## src/rtl/and_gate_stim_seq.sv

```systemverilog
// Clocked stimulus sequencer for a 2-input AND gate: sweeps {b,a} = 00..11,
// holds each pattern HOLD_CYCLES clocks, samples the gate and counts mismatches.
module and_gate_stim_seq #(
  parameter int unsigned HOLD_CYCLES = 100,
  parameter int unsigned PASSES      = 1,
  parameter int unsigned ERR_W       = 8
) (
  input  logic             clk,
  input  logic             reset_n,
  input  logic             start,
  output logic             busy,
  output logic             done,
  output logic             stim_a,
  output logic             stim_b,
  input  logic             dut_y,
  output logic [1:0]       pattern_idx,
  output logic [ERR_W-1:0] err_cnt,
  output logic             err_flag
);

  localparam int unsigned HoldW = (HOLD_CYCLES > 2) ? $clog2(HOLD_CYCLES) : 1;
  localparam int unsigned PassW = (PASSES > 1) ? $clog2(PASSES) : 1;
  localparam logic [HoldW-1:0] HoldLast = HoldW'(HOLD_CYCLES - 1);
  localparam logic [PassW-1:0] PassLast = PassW'(PASSES - 1);
  localparam logic [ERR_W-1:0] ErrMax   = {ERR_W{1'b1}};

  typedef enum logic [1:0] {StIdle, StRun, StDone} state_e;

  state_e           state;
  logic [HoldW-1:0] hold_cnt;
  logic [PassW-1:0] pass_cnt;

  assign stim_a   = pattern_idx[0];
  assign stim_b   = pattern_idx[1];
  assign err_flag = |err_cnt;

  always_ff @(posedge clk) begin
    if (!reset_n) begin
      state       <= StIdle;
      busy        <= 1'b0;
      done        <= 1'b0;
      pattern_idx <= 2'd0;
      hold_cnt    <= '0;
      pass_cnt    <= '0;
      err_cnt     <= '0;
    end else begin
      unique case (state)
        StIdle: begin
          done <= 1'b0;
          if (start) begin
            state       <= StRun;
            busy        <= 1'b1;
            pattern_idx <= 2'd0;
            hold_cnt    <= '0;
            pass_cnt    <= '0;
            err_cnt     <= '0;
          end
        end
        StRun: begin
          if (hold_cnt == HoldLast) begin
            // Sample cycle: the mismatch is folded into err_cnt on this edge.
            if ((dut_y != (stim_a & stim_b)) && (err_cnt != ErrMax)) begin
              err_cnt <= err_cnt + 1'b1;
            end
            hold_cnt <= '0;
            if ((pattern_idx == 2'd3) && (pass_cnt == PassLast)) begin
              state       <= StDone;
              busy        <= 1'b0;
              done        <= 1'b1;
              pattern_idx <= 2'd0;
              pass_cnt    <= '0;
            end else begin
              pattern_idx <= pattern_idx + 2'd1;
              if (pattern_idx == 2'd3) begin
                pass_cnt <= pass_cnt + 1'b1;
              end
            end
          end else begin
            hold_cnt <= hold_cnt + 1'b1;
          end
        end
        StDone: begin
          done  <= 1'b0;
          state <= StIdle;
        end
        default: begin
          state <= StIdle;
          busy  <= 1'b0;
          done  <= 1'b0;
        end
      endcase
    end
  end

endmodule
```

## config.mk

```make
export PLATFORM = sky130hd
export DESIGN_NAME = and_gate_stim_seq
export DESIGN_NICKNAME = d
export VERILOG_FILES = /design/src/rtl/and_gate_stim_seq.sv
export SDC_FILE = /design/constraint.sdc
export NUM_CORES = 1
export LEC_CHECK = 0
export ABC_AREA = 1
export BUFFER_PORTS_ARGS = -buffer_cell sky130_fd_sc_hd__buf_2
export CORE_ASPECT_RATIO = 1.2
export CORE_MARGIN = 2
export CORE_UTILIZATION = 30
export CTS_BUF_LIST = sky130_fd_sc_hd__clkbuf_8
export CTS_CLUSTER_DIAMETER = 100
export CTS_CLUSTER_SIZE = 40
export DETAILED_ROUTE_END_ITERATION = 10
export SYNTH_ARGS = -nofsm -noshare
export SYNTH_HDL_FRONTEND = slang
export SYNTH_SLANG_ARGS = --single-unit
export TNS_END_PERCENT = 30
```

## constraint.sdc

```tcl
create_clock -name clk -period 2.4 [get_ports clk]
set_clock_uncertainty 0.15 [all_clocks]
set_input_delay 0.48 -clock clk [delete_from_list [all_inputs] [get_ports clk]]
set_output_delay 0.48 -clock clk [all_outputs]
set_load 0.01 [all_outputs]
```

# Word level (Yosys, flattened, before mapping)
# Index checks and enable logic that the tools add are counted.
# W data, S select, Z words.
[classes]
shifts = 0
div_mod_pow = 0
reduce_logical = 13
magnitude_cmp = 0
n_mux = 24
mul = 0
eq_ne = 11
n_addsub = 4
bitwise = 3
[ops]
columns = ["operator", "n"]
rows = [
  ["$mux W8", 3],
  ["$pmux W8 S2", 1],
  ["$mux W7", 2],
  ["$pmux W7 S2", 1],
  ["$mux W2", 6],
  ["$reduce_and A4 Y1", 3],
  ["$add A8 B1 Y8 const B", 1],
  ["$ne A2 B2 Y1 const B", 4],
  ["$ne A8 B8 Y1 const B", 1],
  ["$pmux W2 S2", 2],
  ["$reduce_or A8 Y1", 1],
  ["$add A7 B1 Y7 const B", 1],
  ["$eq A7 B7 Y1 const B", 1],
  ["$mux W1", 7],
  ["$reduce_and A2 Y1", 3],
  ["$reduce_and A3 Y1", 2],
  ["$eq A2 B2 Y1 const B", 2],
  ["$ne A3 B3 Y1 const B", 1],
  ["$pmux W1 S3", 1],
  ["$add A2 B1 Y2 const B", 1],
  ["$eq A2 B1 Y1 const B", 1],
  ["$logic_and A1 B1 Y1", 2],
  ["$logic_not A2 Y1", 1],
  ["$not A1 Y1", 2],
  ["5 further kinds", 5],
]
[totals]
latchBits = 0
ff_bits = 22
out_inout_bits = 15
inputBits = 4
romBits = 0
elab_cells = 62
ramBits = 0
memories = 0

# Logic depth before layout (Yosys ltp)
# Gate-level depths: netlist of the first run.
[logic_depth]
word_depth = 6
mapped_depth = 10
mapped_depth_nobuf = 10

# Worst setup path after synthesis of the first run
# OpenSTA, ideal clock, no wires.
[synth_path]
path_type = "flip-flop to flip-flop"
from = "register err_cnt[1]"
to = "register err_cnt[6]"
setup_time_ns = 0.113
path_slack_ns = 0.813
arrival_time_ns = 1.324
t_required_ns = 2.137
path_stages_with_launch = 11
synth_period_minus_slack_ns = 1.587
n_path_buf = 0
path_cell_list = "dfxtp_1 -> ha_1 -> nand2_1 -> nor2_4 -> nand2_2 -> nand2_2 -> nand2_4 -> nand2_4 -> inv_1 -> nor2_1 -> nor2_1"
[synth_between]
elab_chain_len = 4
word_cells_on_any_way = 8
cone_classes = "add/sub (1); eq/ne (2); mux (3); reduce/logical (2)"
[synth_rtl]
columns = ["item", "line_no", "text"]
rows = [
  ["start: declaration", "17", "output logic [ERR_W-1:0] err_cnt,"],
  ["start signal: assignment", "63", "err_cnt <= err_cnt + 1'b1;"],
  ["$add A8 B1 Y8 or $ne A8 B8 Y1 (tied branches)", "63, 62", ""],
  ["$mux W8 or $logic_and A1 B1 Y1 (tied branches)", "62", "if ((dut_y != (stim_a & stim_b)) && (err_cnt != ErrMax)) begin"],
  ["$mux W8 or $ne A2 B2 Y1 (tied branches)", "--", ""],
  ["$pmux W8 S2 or $reduce_and A4 Y1 (tied branches)", "--", ""],
]
# Parallel ways exist; a longest one is shown, timed or not. The select of a mux whose other input is x is not followed.
# A chain may end at the register's enable or synchronous reset.

# Worst setup path after layout of the first run
[layout_path]
from = "register state[0]"
to = "register err_cnt[6]"
[layout_between]
elab_chain_len = 3
word_cells_on_any_way = 8
cone_classes = "eq/ne (4); mux (1); reduce/logical (3)"
[layout_rtl]
columns = ["item", "line_no", "text"]
rows = [
  ["start: declaration", "29", "state_e state;"],
  ["start signal: assignment", "39", "state <= StIdle;"],
  ["start signal: assignment", "51", "state <= StRun;"],
  ["start signal: assignment", "67", "state <= StDone;"],
  ["$eq A2 B1 Y1 or $logic_not A2 Y1 (tied branches)", "47", "unique case (state)"],
  ["$ne A2 B2 Y1 (no source line) or $reduce_bool A2 Y1 (tied branches)", "--", ""],
  ["$reduce_and A4 Y1 (no source line)", "--", ""],
]
# Parallel ways exist; a longest one is shown, timed or not.

==> results of run 1 <==
[worst paths after layout]
path / to / slack [ps]
max reg2reg: err_cnt[6] / 590
min: busy / 320
max: err_cnt[6] / 590
min reg2reg: busy / 320
[metal layers]
layer	part of all wire [%]	up-vias
li1	-	660
met3	4.0	2
met4	0.93	0
met5	0	-
met1	48	528
met2	47	19
[flip-flops by register name, summed over array words and instances (netlist names)]
| signal | cells |
|---|---|
| err_cnt | 8 |
| hold_cnt | 7 |
| pattern_idx | 2 |
| state | 2 |
| busy | 1 |
| done | 1 |
| pass_cnt | 1 |
[metrics by stage]
stage                     cell area, µm²  utilization (%)  total power (µW)
after floorplan                     1306                -             579.6
after global placement              1420            33.58             617.8
after detailed placement            1420            33.58             619.2
after CTS                           1475            34.88             893.8
after global routing                1475            34.88             937.1
final                               1475            34.88             878.3
[layout make-up]
type,instances,area [µm²]
multi-input combinational,144,733.2
timing repair buffer,18,90.09
tap,56,70.07
sequential,22,440.4
inverter,23,86.33
clock buffer,4,55.05
fill,478,2754
[report_power, final]
part | internal [µW] | total [µW] | leakage (µW) | switching (µW)
Clock | 146 | 269 | 0.0000288 | 123
Combinational | 67.1 | 201 | 0.000454 | 133
Sequential | 387 | 409 | 0.000179 | 22.3
Total | 600 | 878 | 0.000661 | 278
[cell usage after synthesis (all sizes together)]
| master | count | area (µm²) |
|---|---|---|
| buf | 5 | 42.53 |
| a31o | 1 | 8.760 |
| o21ai | 4 | 20.02 |
| nand3 | 22 | 115.1 |
| ha | 5 | 62.56 |
| nor4 | 1 | 6.260 |
| clkinv | 1 | 3.750 |
| o21bai | 1 | 18.77 |
| o22ai | 1 | 6.260 |
| clkbuf | 1 | 3.750 |
| inv | 22 | 82.58 |
| nor2 | 32 | 140.1 |
| nand2 | 56 | 232.7 |
| a21oi | 10 | 50.05 |
| and3 | 1 | 6.260 |
| nand4 | 4 | 25.02 |
| nor3b | 1 | 7.510 |
| dfxtp | 22 | 440.4 |
| nor3 | 2 | 10.01 |
| xor2 | 1 | 8.760 |
| a211oi | 2 | 15.01 |
[critical path: cells and delay by family (launching register included)]
family	cells	cell delay (ps)
flops	1	330
compound gates	1	350
buf+inv	3	410
simple gates	4	510
[cell families after synthesis]
kind of cell             count (synthesis)
flip-flops                              22
AO/OA/AOI/OAI                           19
adder cells (fa/ha/maj)                  5
XOR/XNOR                                 1
AND/OR/NAND/NOR                        119
buffers and inverters                   29
==> results_dict.tcl, run 1 <==
set metrics [dict create \
    status "completed" \
    antenna_found_initial 0 \
    track_usage_pct 13.11 \
    worst_slew_pin_slew_ps 383.9 \
    ant_nets 0 \
    fin_crit_ps 1811 \
    path_class "flop to flop" \
    core_area_mm2 0.004229 \
    grt.met2_usage_pct 22.81 \
    dr.pass1.iters 4 \
    final_max_slew_viol_count 0 \
    synthCells 195 \
    ios 19 \
    cts_inserted_buffers 3 \
    crit_top_cell "inv_1" \
    synth_mux_area_share_pct 0 \
    avgSynthCellArea_um2 6.699 \
    synthesis.nets 204 \
    setup.worst_path.start "state[0]" \
    reg2reg_from "state[0]" \
    grt_pass1_vias 1176 \
    synth-compound-area-share_pct 9.100 \
    slowest_stage "o21bai_4" \
    htreeDepth 1 \
    busiest_layer "met2" \
    die-area_mm2 0.004900 \
    worstHoldStart "busy" \
    netlist_area_mm2 0.001306 \
    via_per_inst 4.528 \
    gr-usage-met1_pct 15.84 \
    worst_hold_slack_ps 323.6 \
    dp_hpwl_um 2172 \
    synth_fa_ha_area_share_pct 4.789 \
    max-slew-margin-rel_pct 74.38 \
    cts_setup_buffers 0 \
    use_met3_pct 3.250 \
    required_ps 2460 \
    die_h_um 76.29 \
    grt_max_degree 13 \
    grt_overflow_total 0 \
    clk_pin_slew_ps 80 \
    num_rows 26 \
    place_ws_ps 622.6 \
    drive_gt1_share_pct 16.59 \
    slowest_delay_ps 350 \
    portBuffers 18 \
    ys_seq_area_share_pct 33.72 \
    ys_types 29 \
    max-clock-path-buffers 2 \
    cts.sinks 22 \
    clk_latency_ps 260 \
    start_util_pct 30.89 \
    fin_ws_ps 589.2 \
    holdPathStages 2 \
    wl_per_cell_um 10.93 \
    finalHoldViolCount 0 \
    drc 0 \
    dp.cells 263 \
    route.vias.total 1209 \
    die_width_um 64.24 \
    period_share_pct 75.45 \
    arrival_ps 1870 \
    synthSimpleGateAreaFrac_pct 41.57 \
    start_kind "flop" \
    diodes 0 \
    ctsHoldBuffers 0 \
    cap_violations 0 \
    gp_congestion 0.8165 \
    fin_setup_tns_ps 0 \
    rsz0062_at_grt "false" \
    crit_fanout 11 \
    grt_pass1_wl_um 5154 \
    drt-initial-drc-count 48 \
    p_leak_uw 0.0006612 \
    ys_ff_latch 22 \
    yosysWarnings 0 \
    synth_top_family_by_area "simple AND/OR/NAND/NOR gates" \
    cp_cell_sequence "inv_1 > nor2_4 > inv_1 > o21bai_4 > nand2_4 > inv_1 > nor2_1 > nor2_1" \
    synth-xor-area-share_pct 0.6705 \
    vdd_ir_drop_max_uv 363.1 \
    cts_root_buf "clkbuf_8" \
    max_freq_mhz 552.3 \
    setup_viol_count_final 0 \
    area_growth_pct 12.93 \
    power_density_mw_per_mm2 595.4 \
    reg2reg_depth 8 \
    totalWireLength_um 2917 \
    layout_commonest_cell "nand2_1" \
    cts_resized 0 \
    cts_tree "yes" \
    hp-class "flop to flop" \
    fin_nets 221 \
    layout_common_cells "nand2_1 (51), nor2_1 (28), dfxtp_1 (22)" \
    cp-end-kind "flop" \
    fin_cells 267 \
]
No activity file was read; power rests on OpenSTA's default activity.
==> run 2: changes to the inputs <==
clock period = 1.7 ns   (was 2.4 ns; I/O delays follow)
==> results_dict.tcl, run 2 (same netlist as run 1, synthesis figures left out) <==
set metrics [dict create \
    status "completed" \
    gp_congestion 0.8157 \
    route.vias.total 1290 \
    fin_nets 239 \
    track_usage_pct 12.38 \
    hp-class "input pin to flop" \
    largest_reg_flops 8 \
    rsz0062_at_grt "true" \
    layout_common_cells "nand2_1 (50), nor2_1 (28), nand3_1 (21)" \
    reg_top3 "err_cnt x8, hold_cnt x7" \
    grt_pass1_wl_um 4843 \
    top_register "err_cnt" \
    drive_gt1_share_pct 26.75 \
    ios 19 \
    die_width_um 64.24 \
    slowest_delay_ps 330 \
    finalHoldViolCount 0 \
    start_util_pct 30.89 \
    cp_cell_sequence "buf_6 > inv_2 > ha_2 > nand4_1 > buf_2" \
    cp_num_buf_inv 3 \
    max-slew-margin-rel_pct 75.85 \
    period_share_pct 97.19 \
    cap_violations 0 \
    portBuffers 18 \
    num_rows 26 \
    totalWireLength_um 3015 \
    required_ps 1210 \
    max_freq_mhz 605.2 \
    n_fill_cell 459 \
    core_area_mm2 0.004229 \
    p_leak_uw 0.0007532 \
    arrival_ps 1160 \
    drt-initial-drc-count 76 \
    grt_pass1_vias 1106 \
    dp_hpwl_um 2195 \
    ant_nets 0 \
    final_core_util_pct 38.61 \
    setup_viol_count_final 0 \
    die_h_um 76.29 \
    cts_tree "yes" \
    worst_hold_slack_ps 243.7 \
    fin_crit_ps 1652 \
    grt_overflow_total 0 \
    clk_pin_slew_ps 80 \
    cts.sinks 22 \
    wl_per_cell_um 10.62 \
    dr.pass1.iters 4 \
    max-clock-path-buffers 2 \
    path_class "flop to primary output" \
    cts_inserted_buffers 3 \
    layout_commonest_cell "nand2_1" \
    cts_root_buf "clkbuf_8" \
    cp-end-kind "primary output" \
    drc 0 \
    via_per_inst 4.542 \
    antenna_found_initial 0 \
    diodes 0 \
    htreeDepth 1 \
    worst_slew_pin_slew_ps 361.8 \
    slowest_stage "dfxtp_2" \
    clk_latency_ps 270 \
    power_density_mw_per_mm2 769.9 \
    grt_max_degree 12 \
    crit_fanout 5 \
    vdd_ir_drop_max_uv 480.1 \
    critPathTopFamily "flip-flops" \
    final_max_slew_viol_count 0 \
    area_growth_pct 25.00 \
    die-area_mm2 0.004900 \
    start_kind "flop" \
]
==> run 2: worst paths after layout <==
kind	cells past startpoint	slack, ps	endpoint	from
worst max-delay path	5	50	err_flag	err_cnt[0]
worst min-delay path	3	240	busy	start
worst max register to register	9	90	err_cnt[7]	hold_cnt[0]
worst min register to register	2	310	busy	busy
==> run 2: worst min-delay path, stage by stage <==
cell	delay, ps
buf_2	110
nand2_2	100
a21oi_1	70
==> run 2: final cells by class <==
class                           instances  area (µm²)  area share [%]
Clock buffer                            3       41.29           2.529
Multi-Input combinational cell        144       747.0           45.75
Tap cell                               56       70.07           4.291
Timing Repair Buffer                   36       242.7           14.87
Sequential cell                        22       445.4           27.28
Inverter                               23       86.33           5.287
==> run 2: metrics by stage <==
stage          instance area (µm²)  std cells  setup WS [ps]  setup TNS (ps)  power [µW]
3_3_place_gp                  1518        276          139.4               0       900.0
5_1_grt                       1633        284         -32.62          -187.6        1331
2_1_floorplan                 1306        195          113.4               0       818.2
6_report                      1633        284          47.69               0        1257
3_5_place_dp                  1518        276          89.93               0       899.5
4_1_cts                       1560        279          4.379               0        1236
==> run 2: routing by layer <==
metal  up-vias  part of all wire, %  global-route usage [%]
li1        691                    -                       -
met1       574                   46                   16.03
met2        21                   50                   20.10
met3         4                  3.6                   3.102
met4         0                 0.93                   3.830
met5         -                    0                       0
==> run 2: power breakdown <==
group,switching (µW),internal [µW]
clock network,176,159
registers,21.6,547
logic,210,143
total,408,850
==> run 2: what timing repair did <==
item,4_1_cts,5_1_grt
hold buffers,0,0
gates resized for setup,2,10
setup buffers,0,6
gates cloned,0,0
setup endpoints to repair,1,11
pin swaps,0,4
